File: config.mk
export PLATFORM = sky130hd
export DESIGN_NAME = mem_wb_stage
export DESIGN_NICKNAME = d
export VERILOG_FILES = /design/src/rtl/mem_wb_stage.sv
export SDC_FILE = /design/constraint.sdc
export NUM_CORES = 1
export LEC_CHECK = 0
export CELL_PAD_IN_SITES_DETAIL_PLACEMENT = 1
export CELL_PAD_IN_SITES_GLOBAL_PLACEMENT = 2
export CORE_ASPECT_RATIO = 0.6
export CORE_UTILIZATION = 31
export CTS_BUF_LIST = sky130_fd_sc_hd__clkbuf_16
export CTS_CLUSTER_DIAMETER = 40
export DETAILED_ROUTE_END_ITERATION = 10
export HOLD_SLACK_MARGIN = 0.03
export PLACE_DENSITY = 0.9
export REMOVE_ABC_BUFFERS = 1
export SYNTH_ARGS = -nofsm -noshare
export SYNTH_HDL_FRONTEND = slang
export SYNTH_SLANG_ARGS = --single-unit
File: constraint.sdc
create_clock -name clk -period 2.1 [get_ports clk]
set_input_delay 0.315 -clock clk [delete_from_list [all_inputs] [get_ports clk]]
set_output_delay 0.315 -clock clk [all_outputs]
set_load 0.02 [all_outputs]
File: src/rtl/mem_wb_stage.sv
// MEM/WB pipeline stage feeding the write-back select mux; waits on variable-latency load data.
// Optional WB_LOAD_EXT_EN adds sub-word load selection with sign/zero extension.
module mem_wb_stage #(
    parameter int DATA_W  = 32,
    parameter int REG_AW  = 5,
    parameter int TIMEOUT = 15
) (
    input  logic              clk,
    input  logic              rst_n,
    input  logic              in_valid,
    input  logic [DATA_W-1:0] in_alu_result,
    input  logic [REG_AW-1:0] in_rd,
    input  logic              in_reg_write,
    input  logic              in_mem_to_reg,
`ifdef WB_LOAD_EXT_EN
    input  logic [1:0]        in_mem_size,
    input  logic              in_mem_unsigned,
    input  logic [1:0]        in_addr_lo,
`endif
    input  logic              flush,
    input  logic [DATA_W-1:0] mem_rdata,
    input  logic              mem_rdata_valid,
    output logic              stall_up,
    output logic              wb_valid,
    output logic [DATA_W-1:0] wb_alu_result,
    output logic [DATA_W-1:0] wb_mem_data,
    output logic              wb_mem_to_reg,
    output logic [REG_AW-1:0] wb_rd,
    output logic              wb_reg_write,
    output logic              err_timeout
);
    localparam int CW = $clog2(TIMEOUT + 1);

    typedef enum logic {IDLE, WAIT} state_t;

    state_t            state_q, state_d;
    logic [CW-1:0]     cnt_q, cnt_d;
    logic [DATA_W-1:0] p_alu_q, p_alu_d;
    logic [REG_AW-1:0] p_rd_q, p_rd_d;
    logic              p_rw_q, p_rw_d;
    logic              wb_valid_q, wb_valid_d;
    logic [DATA_W-1:0] wb_alu_q, wb_alu_d;
    logic [DATA_W-1:0] wb_mem_q, wb_mem_d;
    logic              wb_m2r_q, wb_m2r_d;
    logic [REG_AW-1:0] wb_rd_q, wb_rd_d;
    logic              wb_rw_q, wb_rw_d;
    logic              err_q, err_d;

    logic              in_idle, load_done, ld_rw, ld_kill;
    logic [DATA_W-1:0] ld_alu, ld_data;
    logic [REG_AW-1:0] ld_rd;

`ifdef WB_LOAD_EXT_EN
    logic [1:0] p_size_q, p_size_d, p_lo_q, p_lo_d, ld_size, ld_lo;
    logic       p_uns_q, p_uns_d, ld_uns;

    function automatic logic [DATA_W-1:0] load_ext(input logic [DATA_W-1:0] w,
                                                   input logic [1:0] size,
                                                   input logic uns,
                                                   input logic [1:0] lo);
        logic [7:0]  b;
        logic [15:0] h;
        b = w[{lo, 3'b000} +: 8];
        h = w[{lo[1], 4'b0000} +: 16];
        case (size)
            2'd0:    return {{(DATA_W-8){b[7] & ~uns}}, b};
            2'd1:    return {{(DATA_W-16){h[15] & ~uns}}, h};
            default: return w;
        endcase
    endfunction
`endif

    // A load completing in IDLE takes its fields straight from the inputs, otherwise from the pending copy.
    always_comb begin
        in_idle = (state_q == IDLE);
        ld_alu  = in_idle ? in_alu_result : p_alu_q;
        ld_rd   = in_idle ? in_rd : p_rd_q;
        ld_rw   = in_idle ? in_reg_write : p_rw_q;
`ifdef WB_LOAD_EXT_EN
        ld_size = in_idle ? in_mem_size : p_size_q;
        ld_uns  = in_idle ? in_mem_unsigned : p_uns_q;
        ld_lo   = in_idle ? in_addr_lo : p_lo_q;
        ld_data = load_ext(mem_rdata, ld_size, ld_uns, ld_lo);
        ld_kill = (ld_size == 2'd1) && ld_lo[0];
`else
        ld_data = mem_rdata;
        ld_kill = 1'b0;
`endif
    end

    always_comb begin
        state_d    = state_q;
        cnt_d      = cnt_q;
        p_alu_d    = p_alu_q;
        p_rd_d     = p_rd_q;
        p_rw_d     = p_rw_q;
`ifdef WB_LOAD_EXT_EN
        p_size_d   = p_size_q;
        p_uns_d    = p_uns_q;
        p_lo_d     = p_lo_q;
`endif
        wb_valid_d = 1'b0;
        wb_alu_d   = wb_alu_q;
        wb_mem_d   = wb_mem_q;
        wb_m2r_d   = wb_m2r_q;
        wb_rd_d    = wb_rd_q;
        wb_rw_d    = 1'b0;
        err_d      = err_q;
        load_done  = 1'b0;
        case (state_q)
            IDLE: begin
                if (in_valid && !flush) begin
                    p_alu_d = in_alu_result;
                    p_rd_d  = in_rd;
                    p_rw_d  = in_reg_write;
`ifdef WB_LOAD_EXT_EN
                    p_size_d = in_mem_size;
                    p_uns_d  = in_mem_unsigned;
                    p_lo_d   = in_addr_lo;
`endif
                    if (!in_mem_to_reg) begin
                        wb_valid_d = 1'b1;
                        wb_alu_d   = in_alu_result;
                        wb_rd_d    = in_rd;
                        wb_m2r_d   = 1'b0;
                        wb_rw_d    = in_reg_write && (in_rd != '0);
                    end else if (mem_rdata_valid) begin
                        load_done = 1'b1;
                    end else begin
                        state_d = WAIT;
                        cnt_d   = '0;
                    end
                end
            end
            WAIT: begin
                if (flush) begin
                    state_d = IDLE;
                end else if (mem_rdata_valid) begin
                    load_done = 1'b1;
                    state_d   = IDLE;
                end else if (cnt_q == CW'(TIMEOUT - 1)) begin
                    state_d    = IDLE;
                    err_d      = 1'b1;
                    wb_valid_d = 1'b1;
                    wb_alu_d   = p_alu_q;
                    wb_rd_d    = p_rd_q;
                    wb_m2r_d   = 1'b1;
                    wb_mem_d   = '0;
                end else begin
                    cnt_d = cnt_q + CW'(1);
                end
            end
            default: state_d = IDLE;
        endcase
        if (load_done) begin
            wb_valid_d = 1'b1;
            wb_alu_d   = ld_alu;
            wb_rd_d    = ld_rd;
            wb_m2r_d   = 1'b1;
            wb_mem_d   = ld_kill ? '0 : ld_data;
            wb_rw_d    = !ld_kill && ld_rw && (ld_rd != '0);
        end
    end

    always_ff @(posedge clk or negedge rst_n) begin
        if (!rst_n) begin
            state_q    <= IDLE;
            cnt_q      <= '0;
            p_alu_q    <= '0;
            p_rd_q     <= '0;
            p_rw_q     <= 1'b0;
`ifdef WB_LOAD_EXT_EN
            p_size_q   <= '0;
            p_uns_q    <= 1'b0;
            p_lo_q     <= '0;
`endif
            wb_valid_q <= 1'b0;
            wb_alu_q   <= '0;
            wb_mem_q   <= '0;
            wb_m2r_q   <= 1'b0;
            wb_rd_q    <= '0;
            wb_rw_q    <= 1'b0;
            err_q      <= 1'b0;
        end else begin
            state_q    <= state_d;
            cnt_q      <= cnt_d;
            p_alu_q    <= p_alu_d;
            p_rd_q     <= p_rd_d;
            p_rw_q     <= p_rw_d;
`ifdef WB_LOAD_EXT_EN
            p_size_q   <= p_size_d;
            p_uns_q    <= p_uns_d;
            p_lo_q     <= p_lo_d;
`endif
            wb_valid_q <= wb_valid_d;
            wb_alu_q   <= wb_alu_d;
            wb_mem_q   <= wb_mem_d;
            wb_m2r_q   <= wb_m2r_d;
            wb_rd_q    <= wb_rd_d;
            wb_rw_q    <= wb_rw_d;
            err_q      <= err_d;
        end
    end

    assign stall_up      = (state_q == WAIT);
    assign wb_valid      = wb_valid_q;
    assign wb_alu_result = wb_alu_q;
    assign wb_mem_data   = wb_mem_q;
    assign wb_mem_to_reg = wb_m2r_q;
    assign wb_rd         = wb_rd_q;
    assign wb_reg_write  = wb_rw_q;
    assign err_timeout   = err_q;
endmodule

Yosys cells after proc, flatten, opt, wreduce, memory -nomap -nowiden
Cells that the tools add are included.
Storage, ports and cells
  bits of input ports: 76
  logic and storage cells: 102
  register bits after elaboration: 116
  output and inout port bits: 74
Operators by class
  reduce and logical (&&, ||, !) cells: 13
  add/sub/neg operators: 1
  equality and inequality tests: 14
  bitwise operators: 3
  mux-type cells: 59
Operators by type and width (count)
  32-bit two-way mux: 12
  32-bit case mux with 2 select lines: 1
  5-bit two-way mux: 7
  1-bit two-way mux: 27
  4-bit two-way mux: 6
  2-bit != test (second input constant): 5
  5-bit case mux with 2 select lines: 1
  5-bit nonzero test: 2
  3-bit by 2-bit != test with 1-bit output (second input constant): 3
  1-bit case mux with 2 select lines: 4
  4-bit case mux with 2 select lines: 1
  4-bit AND reduction: 2
  2-bit by 1-bit != test with 1-bit output (second input constant): 3
  3-bit by 1-bit != test with 1-bit output (second input constant): 2
  6-bit AND reduction: 1
  5-bit AND reduction: 1
  4-bit by 1-bit adder with 4-bit output (second input constant): 1
  4-bit == test (second input constant): 1
  2-bit nonzero test: 2
  1-bit logical AND: 3
  1-bit NOT: 3
  2-bit AND reduction: 1
  1-bit zero test: 1

Depth between registers and ports, before layout
Gate-level depths: netlist of run 1.
  depth in word-level cells: 6
  mapped depth: 8
  depth with buffers taken out: 6

Least setup slack after synthesis of run 1
No wires, ideal clock.
  kind: register -> register
  from: register state_q (netlist: stall_up)
  to: register wb_alu_q[25] (netlist: wb_alu_result[25])
  data arrival time: 1.782 ns
  library setup time: 0.128 ns
  path buffers: 3
  setup slack: 0.190 ns
  stages on the path, launching flop included: 7
  clock period less this slack: 1.910 ns
  cell sequence: dfrtp_1 > or3b_1 > clkbuf_1 > o21a_1 > buf_6 > buf_6 > mux2_1
On the way
  cells in the longest elaborated chain, start to end: 4
  elaborated cells on any way between the ends: 11
  those cells by class: eq/ne (5); mux (4); bitwise (1); reduce/logical (1)
Ends and longest elaborated chain
  start, declared: RTL line 36  | state_t state_q, state_d;
  start signal, assigned: RTL line 185  | state_q <= state_d;
  1-bit NOT (no line)
  1-bit case mux with 2 select lines: RTL line 110  | case (state_q)
  3-bit by 1-bit != test with 1-bit output (no line) or 3-bit by 2-bit != test with 1-bit output (tied branches)
  5-bit AND reduction (no line)
  end signal, assigned: RTL line 196  | wb_alu_q <= wb_alu_d;
  end, declared: RTL line 42  | logic [DATA_W-1:0] wb_alu_q, wb_alu_d;
Several ways; a longest one is shown, not always the timed one.
A chain may end at the register's enable or synchronous reset.

Worst setup path in the final report of run 1
  from: register state_q (netlist: stall_up)
  to: register wb_rd_q[4] (netlist: wb_rd[4])
On the way
  cells in the longest elaborated chain, start to end: 4
  elaborated cells on any way between the ends: 11
  those cells by class: eq/ne (5); mux (4); bitwise (1); reduce/logical (1)
Ends and longest elaborated chain
  1-bit NOT (no line)
  1-bit case mux with 2 select lines: RTL line 110
  3-bit by 1-bit != test with 1-bit output (no line) or 3-bit by 2-bit != test with 1-bit output (tied branches)
  5-bit AND reduction (no line)
  end signal, assigned: RTL line 199  | wb_rd_q <= wb_rd_d;
  end, declared: RTL line 45  | logic [REG_AW-1:0] wb_rd_q, wb_rd_d;
Several ways; a longest one is shown, not always the timed one.

==> flow_summary.ini, run 1 <==
[pwr]
total_switching_power_mw = 2.22
power.static_leakage_nw = 3.13
report.power.total_mw = 7.89
p_clk_frac = 0.376
p_seq_frac = 0.377
combPwrFrac = 0.247
sw_frac_of_total = 0.281
p_per_area_nw_per_um2 = 1090
irDropWorstVdd_mv = 0.457
internal-power_mw = 5.67

[global_routing]
initial_antenna_violation_count = 0
grt_util_met3 = 0.0387
track_usage = 0.168
via_count_of_the_first_global_routing_pass = 3780
met1_usage = 0.233
met2_usage = 0.259
grt_start_max_net_pins = 117
grt_most_used_layer = met2
grt_pass1_wl_um = 20700
grt_overflow = 0

[floorplan]
start_util = 0.326
core-area_um2 = 14900
ios = 150
die_y_um = 98.9
fp.dieW_um = 163
std_cell_rows = 34
area_enclosed_by_the_die_boundary_um2 = 16200

[detailed_routing]
detailed_router_iteration_count_before_antenna_repair = 4
detailedRoute.firstIterationViolations = 131
route.final.wire_length_um = 12600
routed-via-count = 3302
drtAntennaViolNets = 0
wl_per_cell_um = 18.3
vias_per_cell = 4.81
drc_errors = 0

[setup_path]
crit_arrival_ps = 2250
regToRegEndpoint = wb_rd[4]
setup.worst_path.end = wb_rd[4]
cells_on_worst_reg2reg_path = 5
max_stage_delay_ps = 500
worst_r2r_startpoint = stall_up
critical_path.startpoint = stall_up
start_kind = flop
reg2reg_setup_slack_ps = 130
slowest_stage = sky130_fd_sc_hd__dfrtp_2
worst-setup-path-type = reg -> reg
worst-endpoint-required_ps = 2380
end_kind = flop
cp_max_fanout = 23
crit_chain = a21oi_1 > a2bb2oi_2 > o21a_2 > buf_12 > mux2_2

[yosys]
ys_seq_area_frac = 0.599
synth_unique_cells = 29
ys_seq_elements = 116
post_synth.cell_area_avg_um2 = 15.2
synth.cell_area_um2 = 4850
synthesized_instance_count = 318
ys_warn_count = 0

[finish]
share_of_post_route_cells_with_drive_strength_above_1 = 0.321
antenna-diode-count = 0
n_fill_cell = 1479
finalNetCount = 554
synthToLayoutAreaGrowth_pct = 49.0

[placement]
gp_routability_congestion = 0.718
dpl.hpwl_um = 8470
port-buffer-count = 149

[status]
run_status = finished clean

[clocking]
clk-insertion-delay-late_ps = 400
clockRootBuffer = sky130_fd_sc_hd__clkbuf_16
tritoncts_num_sinks = 116
numCtsBuffers = 17
cts-htree-levels = 4
maximum_number_of_buffers_from_clock_root_to_sink = 2
worst_setup_hold_path_clk_slew_ps = 60
cts_tree = done
cts_setup_buffers = 0

[timing]
worst_slew_margin_rel = 0.502
tightestPinTransition_ps = 745
finalClockSkew_ps = 10.2
final_period_minus_worst_setup_slack_ps = 1970
hold_violations = 0
final_min_period_over_clock_period = 0.938
setup_violations = 0
fmax_mhz = 508
rsz0062_at_grt = no
timing.setup.tns_ps = 0
finalMaxSlewViolations = 0
hold_slack_ps = 469

[worst_hold_path]
hp-start = err_timeout
hold_path_class = reg -> reg

[job]
max-cap-violations = 0
[cells by family (layout without fill, tap and decap cells)]
family	after synthesis	count (layout)	share of synthesized area
xor+xnor	1	1	0.00181
compound gates	44	44	0.0743
buf+inv	22	193	0.0222
simple gates	21	21	0.0245
fa+ha+maj	2	2	0.00516
flops	116	116	0.599
mux	112	112	0.273
[cell usage after synthesis, drive strengths merged]
| cell type | number | share of area |
|---|---|---|
| a2bb2oi | 1 | 0.0031 |
| o22a | 1 | 0.0018 |
| or3b | 1 | 0.0018 |
| dfrtp | 116 | 0.60 |
| nor3b | 1 | 0.0026 |
| a22o | 32 | 0.058 |
| clkbuf | 14 | 0.011 |
| o22ai | 1 | 0.0013 |
| nand4b | 1 | 0.0018 |
| or4 | 1 | 0.0015 |
| mux2 | 112 | 0.27 |
| inv | 3 | 0.0023 |
| ha | 2 | 0.0052 |
| o21ai | 4 | 0.0041 |
| xor2 | 1 | 0.0018 |
| nand3 | 4 | 0.0041 |
| buf | 5 | 0.0090 |
| nor4 | 1 | 0.0013 |
| a21o | 1 | 0.0015 |
| nand2b | 2 | 0.0026 |
| nand2 | 3 | 0.0023 |
| or3 | 1 | 0.0013 |
| and3 | 1 | 0.0013 |
| a21oi | 3 | 0.0031 |
| nor2 | 5 | 0.0039 |
| o21a | 1 | 0.0015 |
[layout make-up]
type                       instances  area [um2]  share of cell area
multi-input combinational        180        1850               0.256
clock inverter                    15         183              0.0253
inverter                           3        11.3             0.00156
clock buffer                      17         425              0.0589
sequential                       116        2900               0.402
timing repair buffer             158        1610               0.223
tap                              198         248              0.0343
[layout by cell type (no fill, tap or decap), types with 2 or more instances in the layout]
master,n
sky130_fd_sc_hd__clkdlybuf4s50_1,147
sky130_fd_sc_hd__dfrtp_1,115
sky130_fd_sc_hd__mux2_2,93
sky130_fd_sc_hd__a22o_1,32
sky130_fd_sc_hd__mux2_4,17
sky130_fd_sc_hd__clkbuf_16,17
sky130_fd_sc_hd__clkinv_4,6
sky130_fd_sc_hd__buf_4,5
sky130_fd_sc_hd__nor2_1,4
sky130_fd_sc_hd__nand3_1,4
sky130_fd_sc_hd__buf_12,4
sky130_fd_sc_hd__inv_1,3
sky130_fd_sc_hd__nand2_1,3
sky130_fd_sc_hd__a21oi_1,3
sky130_fd_sc_hd__o21ai_0,3
sky130_fd_sc_hd__bufinv_16,3
sky130_fd_sc_hd__clkinv_2,3
sky130_fd_sc_hd__nand2b_1,2
sky130_fd_sc_hd__mux2_1,2
sky130_fd_sc_hd__ha_1,2
sky130_fd_sc_hd__inv_6,2
[power groups by stage]
stage                     clock network (mW)  registers [mW]  logic [mW]
after floorplan                            0            3.32       0.573
after global placement                     0            2.97        1.91
after global routing                    3.14            3.03        2.07
final                                   2.97            2.97        1.95
after detailed placement                   0            2.99        1.96
after CTS                               3.06            2.97        1.97
[how the worst min path moves through the flow]
stage                                  to  slack (ps)  cells past startpoint
after detailed placement  wb_mem_data[17]         460                      2
after global routing          err_timeout         480                      1
after CTS                     err_timeout         480                      1
final                         err_timeout         470                      1
after global placement     wb_mem_data[9]         450                      2
after floorplan                  cnt_q[0]          20                      0
[critical path, delay by kind of cell, from the launching register on]
kind / cells / cell delay [ps]
DFF: 1 / 500
muxes: 1 / 360
buffers and inverters: 1 / 210
AOI/OAI and AO/OA: 3 / 760
[stage by stage]
stage / area (um2) / std cells / worst slack, ps / util
floorplan: 4750 / 299 / -1960 / -
global placement: 6600 / 654 / -213 / 0.444
detailed placement: 6600 / 654 / -292 / 0.444
CTS: 7220 / 687 / 94.7 / 0.485
global route: 7230 / 687 / 35.6 / 0.485
finish: 7230 / 687 / 131 / 0.485
[per-layer routing]
layer  vias up  share of wire
met1      1722           0.47
met2        93           0.47
met3        12          0.040
met4         0          0.013
met5         -              0
li1       1475              -
[repair_timing]
action / in CTS / in global routing
endpoints found under the setup margin: 1 / 2
resized for setup: 1 / 1
pin swaps: 0 / 0
endpoints found under the hold margin: 25 / 0
hold buffers: 1 / 0
(Power assumes the default switching activity.)
==> run 2, diff against run 1 <==
==> constraint.sdc (replaced) <==
create_clock -name clk -period 2.1 [get_ports clk]
set_input_delay 0.525 -clock clk [delete_from_list [all_inputs] [get_ports clk]]
set_output_delay 0.525 -clock clk [all_outputs]
set_load 0.02 [all_outputs]
==> flow_summary.ini, run 2 (synthesized netlist as in run 1, its figures left out) <==
[timing]
tightestPinTransition_ps = 386
rsz0062_at_grt = no
hold_violations = 0
final_min_period_over_clock_period = 0.972
fmax_mhz = 490
setup_violations = 0
hold_slack_ps = 45.5
worst_slew_margin_rel = 0.743
timing.setup.tns_ps = 0
finalMaxSlewViolations = 0
final_period_minus_worst_setup_slack_ps = 2040
finalClockSkew_ps = 4.94

[floorplan]
start_util = 0.326
die_y_um = 98.9
area_enclosed_by_the_die_boundary_um2 = 16200
fp.dieW_um = 163
ios = 150
core-area_um2 = 14900
std_cell_rows = 34

[finish]
synthToLayoutAreaGrowth_pct = 50.3
final_cell_mix = sky130_fd_sc_hd__clkdlybuf4s50_1, sky130_fd_sc_hd__dfrtp_1, sky130_fd_sc_hd__mux2_2, sky130_fd_sc_hd__a22o_1
finalNetCount = 561
post-route-util = 0.489
fin_area_um2 = 7290
layout.cells.most_common = sky130_fd_sc_hd__clkdlybuf4s50_1
share_of_post_route_cells_with_drive_strength_above_1 = 0.325
antenna-diode-count = 0

[detailed_routing]
drtAntennaViolNets = 0
wl_per_cell_um = 18.5
dr_wl_met2_um = 6030
route.final.wire_length_um = 12800
routed-via-count = 3346
detailedRoute.firstIterationViolations = 103
met3_wirelength_um = 535
wl_met1_um = 6130
drc_errors = 0
vias_per_cell = 4.83
detailed_router_iteration_count_before_antenna_repair = 4
highest_metal_layer_used_by_the_detailed_router = met4

[setup_path]
cp_max_fanout = 23
end_kind = flop
worst-endpoint-required_ps = 2380
worst-setup-path-type = in -> reg
crit_arrival_ps = 2320
start_kind = input port

[clocking]
ctsHoldBuffers = 0
clk-insertion-delay-late_ps = 400
maximum_number_of_buffers_from_clock_root_to_sink = 2
tritoncts_num_sinks = 116
clockRootBuffer = sky130_fd_sc_hd__clkbuf_16
cts_tree = done
worst_setup_hold_path_clk_slew_ps = 60
cts-htree-levels = 4
numCtsBuffers = 17

[pwr]
irDropWorstVdd_mv = 0.510
power.static_leakage_nw = 3.15
p_per_area_nw_per_um2 = 1090

[global_routing]
grt_overflow = 0
via_count_of_the_first_global_routing_pass = 3830
grt_start_max_net_pins = 47
initial_antenna_violation_count = 0
grt_pass1_wl_um = 21000
track_usage = 0.172

[placement]
postPlaceCellArea_um2 = 6680
gp_routability_congestion = 0.721
port-buffer-count = 149
dpl.hpwl_um = 9080

[status]
run_status = finished clean

[worst_hold_path]
hold_path_class = in -> async

[job]
max-cap-violations = 0
[run 2: cell count changes in the layout (fill, tap and decap cells not counted), moves of 3 or more]
cell,delta
sky130_fd_sc_hd__buf_4,+7
sky130_fd_sc_hd__clkinv_1,+3
sky130_fd_sc_hd__clkinv_2,-3
sky130_fd_sc_hd__clkinvlp_4,+4
sky130_fd_sc_hd__clkinv_4,-5
[run 2: timing repair]
item	CTS	global route
setup buffers	0	0
gates resized for setup	1	0
endpoints found under the setup margin	1	0
[run 2: worst paths after layout]
check                            startpoint          endpoint  slack [ps]  cells after the start
worst min-delay path                  rst_n   wb_mem_data[18]          50                      1
worst max register to register     cnt_q[0]  wb_alu_result[1]         180                      7
worst min register to register  err_timeout       err_timeout         500                      1
worst max-delay path                  flush          wb_rd[3]          60                      5
min in group clk                err_timeout       err_timeout         500                      1
max in group asynchronous             rst_n        p_alu_q[8]        1460                      2
[run 2: per-layer routing]
metal  vias up  global-route usage
met5         -                   0
met4         0              0.0620
met3        10              0.0450
met2        85               0.261
met1      1758               0.237
li1       1493                   -
[run 2: area by class of cell]
| cell class | instances | area [um2] |
|---|---|---|
| clock inverter | 14 | 186 |
| timing repair buffer | 165 | 1670 |
| inverter | 3 | 11.3 |
| tap | 198 | 248 |
| fill | 1488 | 7600 |
| clock buffer | 17 | 425 |
| sequential | 116 | 2900 |
| multi-input combinational | 180 | 1840 |
[run 2: metrics by stage]
step	instances	total power [mW]	setup WS (ps)
finish	693	7.92	58.7
global route	693	8.29	36.4
global placement	662	4.90	-322
detailed placement	662	4.97	-355
CTS	693	8.02	63.4
floorplan	299	3.89	-1960
[run 2: report_power, final]
part	internal [mW]	switching [mW]	total [mW]
registers	2.69	0.276	2.96
logic	1.11	0.850	1.96
clock network	1.97	1.02	2.99
total	5.77	2.15	7.92
[run 2: worst max-delay path, stage by stage]
cell and delay [ps]:
sky130_fd_sc_hd__clkdlybuf4s50_1 510, sky130_fd_sc_hd__or3b_2 520, sky130_fd_sc_hd__o21a_2 260, sky130_fd_sc_hd__buf_12 180, sky130_fd_sc_hd__mux2_1 310
